--- config.mk ---
export PLATFORM = sky130hd
export DESIGN_NAME = regfile_wb
export DESIGN_NICKNAME = d
export VERILOG_FILES = /design/src/rtl/regfile_wb.sv
export SDC_FILE = /design/constraint.sdc
export NUM_CORES = 2
export LEC_CHECK = 0
export CORE_MARGIN = 5
export CORE_UTILIZATION = 40
export CTS_CLUSTER_SIZE = 24
export DETAILED_ROUTE_END_ITERATION = 16
export PLACE_DENSITY = 0.55
export SKIP_CTS_REPAIR_TIMING = 1
export SLEW_MARGIN = 20
export SYNTH_ARGS = -nofsm -noshare
export SYNTH_HDL_FRONTEND = slang
export SYNTH_SLANG_ARGS = --single-unit
--- constraint.sdc ---
create_clock -name clk -period 4.15 [get_ports clk]
set_input_delay 0.6225 -clock clk [delete_from_list [all_inputs] [get_ports clk]]
set_output_delay 0.6225 -clock clk [all_outputs]
set_load 0.005 [all_outputs]
--- src/rtl/regfile_wb.sv ---
// regfile_wb: 32x32 MIPS register file, one write port from WB, two bypassed combinational read ports.
// Ports: clk, rst_n (async active-low); rd_addr1/rd_addr2 -> rd_data1/rd_data2 (combinational);
//        wr_en/wr_addr/wr_data commit on rising clk; wr_count counts committed writes (wraps at 256).
module regfile_wb #(
  parameter int DATA_W = 32,
  parameter int ADDR_W = 5,
  parameter logic [DATA_W-1:0] RESET_VAL = '0
) (
  input  logic              clk,
  input  logic              rst_n,
  input  logic [ADDR_W-1:0] rd_addr1,
  input  logic [ADDR_W-1:0] rd_addr2,
  output logic [DATA_W-1:0] rd_data1,
  output logic [DATA_W-1:0] rd_data2,
  input  logic              wr_en,
  input  logic [ADDR_W-1:0] wr_addr,
  input  logic [DATA_W-1:0] wr_data,
  output logic [7:0]        wr_count
);
  localparam int DEPTH = 2 ** ADDR_W;
  logic [DATA_W-1:0] regs [DEPTH];
  logic              commit;
  // Writes to r0 are dropped and never counted; reset also masks the bypass.
  assign commit = rst_n && wr_en && wr_addr != '0;
  always_ff @(posedge clk or negedge rst_n)
    if (!rst_n) begin
      for (int i = 0; i < DEPTH; i++) regs[i] <= RESET_VAL;
      wr_count <= '0;
    end else if (commit) begin
      regs[wr_addr] <= wr_data;
      wr_count <= wr_count + 8'd1;
    end
  always_comb begin
    rd_data1 = rd_addr1 == '0 ? '0 : !rst_n ? RESET_VAL : (commit && wr_addr == rd_addr1) ? wr_data : regs[rd_addr1];
    rd_data2 = rd_addr2 == '0 ? '0 : !rst_n ? RESET_VAL : (commit && wr_addr == rd_addr2) ? wr_data : regs[rd_addr2];
  end
endmodule

-- Word-level counts from Yosys, hierarchy flattened
Cells that the tools add are included.
- multiplexer cells: 15
- add/subtract/negate cells: 1
- $lt $le $gt $ge: 4
- bitwise operators: 3
- reduce and logical (&&, ||, !) cells: 8
- eq/ne operators: 2
- operators with widths (kind ; number):
    $bwmux 1024 ; 1
    $mux 32 ; 11
    $bmux 32 s5 ; 2
    $demux 32 s5 ; 1
    $ge 6x6->1 const B ; 3
    $not 5->6 ; 3
    $eq 5x5->1 ; 2
    $logic_not 5->1 ; 2
    $add 8x1->8 const B ; 1
    $lt 6x1->1 const B ; 1
    $logic_and 1x1->1 ; 5
    $reduce_bool 5->1 ; 1
- word-level logic and storage cells: 66
- bits in registers: 1032
- input port bits: 50

-- Logic depth before layout (Yosys ltp)
- depth in word-level cells: 7
- mapped depth: 9
- gate-level depth less buffers: 5

-- Least setup slack after synthesis
No wires, ideal clock.
- path kind: input to output
- from: in rd_addr2[0]
- to: out rd_data2[31]
- data required time: 3.527 ns
- buffers on the path: 3
- stages: 7
- slack: 1.337 ns
- arrival: 2.190 ns
- cells stage by stage: buf_6 -> buf_6 -> buf_2 -> mux4_2 -> o22ai_1 -> nor3_1 -> a211o_1
- longest elaborated chain between the ends: 7
- elaborated cells between the ends (all ways): 10
- ends and longest elaborated chain (element ; RTL line ; source):
    start, declared ; 12 ; input logic [ADDR_W-1:0] rd_addr2,
    $not 5->6 (implied by the code) ; 35 ; rd_data2 = rd_addr2 == '0 ? '0 : !rst_n ? RESET_VAL : (commit && wr_addr == rd_addr2) ? wr_data : regs[rd_addr ...
    $bmux 32 s5 ; 35 ;
    $mux 32 (implied by the code) (2 in series) ; 35 ;
    $mux 32 (2 in series) ; 35 ;
    $mux 32 (*) ; 35 ;
    end, declared ; 14 ; output logic [DATA_W-1:0] rd_data2,
Mark *: on every way between the ends. The rest lies on a longest branch, timed or not. The select of a mux whose other input is x is not followed.

-- Worst setup path after layout
- from: in wr_addr[2]
- to: out rd_data1[5]
- longest elaborated chain between the ends: 6
- elaborated cells between the ends (all ways): 7
- ends and longest elaborated chain (element ; RTL line ; source):
    start, declared ; 16 ; input logic [ADDR_W-1:0] wr_addr,
    $reduce_bool 5->1 ; 24 ; assign commit = rst_n && wr_en && wr_addr != '0;
    $logic_and 1x1->1 ; 24 ;
    $logic_and 1x1->1 (*) ; 34 ; rd_data1 = rd_addr1 == '0 ? '0 : !rst_n ? RESET_VAL : (commit && wr_addr == rd_addr1) ? wr_data : regs[rd_addr ...
    $mux 32 (*) (3 in series) ; 34 ;
    end, declared ; 13 ; output logic [DATA_W-1:0] rd_data1,
Mark *: on every way between the ends. The rest lies on a longest branch, timed or not.

==> metrics.md <==
| Metric | Value |
|---|---|
| # rows | approximately 140 |
| Synth area leaders | dfrtp_1, mux2_2, mux4_2 |
| Post-synth top area cell | dfrtp_1 |
| Clock Pin Slew Worst Setup and Hold Paths | about 60 ps |
| Post-route ant nets | 0 |
| Number of flops mapped to enable cells by yosys | 0 |
| Synth Flop Type | dfrtp_1 |
| MaxCap Viol Count | 0 |
| #FFs+latches synth | 1,032 |
| Power density cells | ~430 nW/um2 |
| Nets | 4,115 |
| CTS Root Cell | clkbuf_16 |
| Slowest-stage cell, CP | clkdlybuf4s50_1 |
| Syn nets | 4,059 |
| Placed wire-length estimate | 115,000 um |
| Fmax | ~0.24 GHz |
| Initial Utilization | about two fifths |
| DR pass1 iterations | 5 |
| Final min period | ~4100 ps |
| Outcome | finished clean |
| Total die area | between 100,000 and 150,000 um2 |
| Inst Count DP | 5,817 |
| Share of flip-flops with an asynchronous set or reset | 100% |
| Syn_area_per_cell | 13.9 um2 |
| Final Skew | approximately 1.0 ps |
| IO Pins | around 120 |
| CP arrival | 3510 ps |
| Initial antenna violation count | 4 |
| CP dominant cell by count | clkdlybuf4s50_1 |
| Grt ovf | 0 |
| Net Sw Power | 7580 uW |
| Max IR drop VDD | between 0.0003 and 0.0004 V |
| Per-cell routed wire length | approximately 33 um |
| Setup CP Type | input port to output port |
| Vias | approximately 38,000 |
| Post-synth cell types | 54 |
| Sequential area share after synthesis | 46.3% |
| Critical path peak fanout | 32 |
| Setup slack, reg-to-reg | 2940 ps |
| Comb pwr share | roughly 17% |
| Post-Route Setup TNS | 0 ps |
| Routability congestion estimate | 0.823 |
| Fin. max-slew vios | 0 |
| Crit end category | output port |
| IO buf count | roughly 120 |
| Cell area after synthesis | ~56,000 um2 |
| Crit-path cells | clkdlybuf4s50_1 -> buf_4 -> xnor2_1 -> nand3_1 -> o311ai_4 -> buf_12 -> a21oi_1 -> a211o_1 -> clkdlybuf4s50_1 |
| Global-route wire length before repair | around 290,000 um |
| P&R area growth vs syn | 15.9% |
| CTS HTree Levels | 3 |
| Die width | roughly 380 um |
| Share of power burned in the clock network | approximately two fifths |
| Slew HR | 30.4% |
| Critical Path Source Type | input port |
| Cell count after synthesis | 4,008 |
| GRT Util Overall | between 20% and 30% |
| Slowest stage delay, CP | ~500 ps |
| Tightest Pin Transition | between 1000 and 1500 ps |
| Via/cell ratio | ~6.3 |
| Clk_lat worst skew | a little over 700 ps |
| Crit share post-route | roughly 100% |
| Area share of the largest cell type after synthesis | 46.3% |
| Multi-input logic area | around 28,000 um2 |
| Sequential cell area | 25,800 um2 |
| Switching Share | 27.1% |
| DRT Wirelength | 198,000 um |
| Clock buffer count from CTS | around 120 |
| Core ar. | ~140,000 um2 |
| Vias in the first global route | 38,969 |
| Clock tree buffer depth | 3 |
| Residual DRC count | 0 |
| HP Class | flip-flop to flip-flop |
| Yosys warns | 0 |
| Number of fill cells in the layout | ~12,000 |
| Sequential share of power | approximately 44% |
| Non-filler cells in the finished layout | 6,035 |
| Initial DRC Count | about 3,800 |
| CTS Sinks | between 1,000 and 1,500 |
| CTS tree | yes |
| Share of layout cells above drive strength 1 | between 40% and 50% |
| P_leak | 0.0292 uW |
| Hold Fails Final Rpt | 0 |
| Largest net degree at the start of global routing | 170 |
| Die Ht | 384 um |
| Final setup vio count | 0 |
| Req. time, crit path | ~3500 ps |
| Inserted Diodes | 0 |
| P_int | approximately 20,000 uW |
## state kept, by name, indices dropped and copies added (netlist names)
name / cells
regs: 1024
wr_count: 8
## path summary, 6_finish.rpt
check,startpoint,endpoint,cells past startpoint
max,wr_addr[2],rd_data1[5],9
min,regs[1012]$_DFFE_PN0P_,regs[1012]$_DFFE_PN0P_,0
max reg2reg,wr_count[0]$_DFFE_PN0P_,wr_count[6]$_DFFE_PN0P_,4
min reg2reg,regs[1012]$_DFFE_PN0P_,regs[1012]$_DFFE_PN0P_,0
max in group asynchronous,rst_n,regs[704]$_DFFE_PN0P_,5
min in group asynchronous,rst_n,regs[137]$_DFFE_PN0P_,2
## power groups by stage
stage	Sequential [uW]	Clock, uW	Combinational [uW]
floorplan	12200	0	3250
detailed placement	12500	0	4760
finish	12400	10800	4790
global placement	12500	0	4720
CTS	12300	11000	4780
global route	12500	11400	5150
## metrics by stage
stage	hold slack [ps]	utilization (%)	power (uW)	setup slack (ps)	area, um2
4_1_cts	-307	46.4	28100	80.0	64600
2_1_floorplan	327	-	15400	1340	55800
5_1_grt	410	46.5	29100	-1.48	64700
3_5_place_dp	383	43.6	17300	102	60700
3_3_place_gp	377	43.6	17200	99.9	60700
6_report	392	46.5	28000	14.7	64700
## Yosys cell counts, drive strengths merged (2+ instances only)
master,number
mux4,316
a21o,3
or3,2
nand4,2
o21bai,32
nand2b,5
o22ai,22
dfrtp,1032
a311oi,12
a211o,64
a22oi,32
o221ai,68
mux2i,412
and2,19
xor2,2
o31ai,3
a32oi,3
nor3,29
a221oi,128
a21oi,97
clkbuf,235
o21ai,71
nor2b,9
nand2,72
nor2,23
and3,15
inv,6
o311ai,2
a211oi,31
buf,222
nand3,18
and4,2
nor3b,2
xnor2,15
mux2,992
o211ai,3
## routing by layer
| layer | track usage [%] | share of wire, % |
|---|---|---|
| met2 | 41.1 | 45 |
| met1 | 38.6 | 45 |
| met3 | 5.46 | 7.5 |
| met4 | 6.66 | 2.5 |
| met5 | 0.265 | 0.031 |
## cells in the final DEF (no fill, tap or decap), types with 21 or more instances in the layout
cell	n
a211o_1	64
a211oi_1	31
a21oi_1	97
a221oi_1	128
a22oi_1	32
buf_12	84
buf_4	188
clkbuf_1	27
clkbuf_16	122
clkbuf_8	27
clkdlybuf4s50_1	110
clkinv_2	21
dfrtp_1	1032
mux2_1	44
mux2_2	948
mux2i_1	412
mux4_2	316
nand2_1	61
nor3_1	25
o21ai_0	71
o21bai_1	32
o221ai_1	68
o22ai_1	22
## kinds of logic after synthesis
logic type	share of synthesized area, %
XOR/XNOR	0.267
AO/OA/AOI/OAI	7.64
buffers and inverters	3.91
AND/OR/NAND/NOR	1.76
adder cells (fa/ha/maj)	0.0224
multiplexers	40.1
flip-flops	46.3
## critical path, delay by kind of cell
family | cells | cell delay, ps
AND/OR/NAND/NOR | 1 | 280
XOR/XNOR | 1 | 120
buffers and inverters | 4 | 1520
AO/OA/AOI/OAI | 3 | 910
## area by class of cell
class	count	share of cell area [%]
Tap cell	1876	3.63
Clock buffer	175	5.41
Timing Repair Buffer	394	6.74
Inverter	6	0.0425
Sequential cell	1032	39.9
Multi-Input combinational cell	2513	43.5
Clock inverter	39	0.752
No activity file was read; power rests on OpenSTA's default activity.
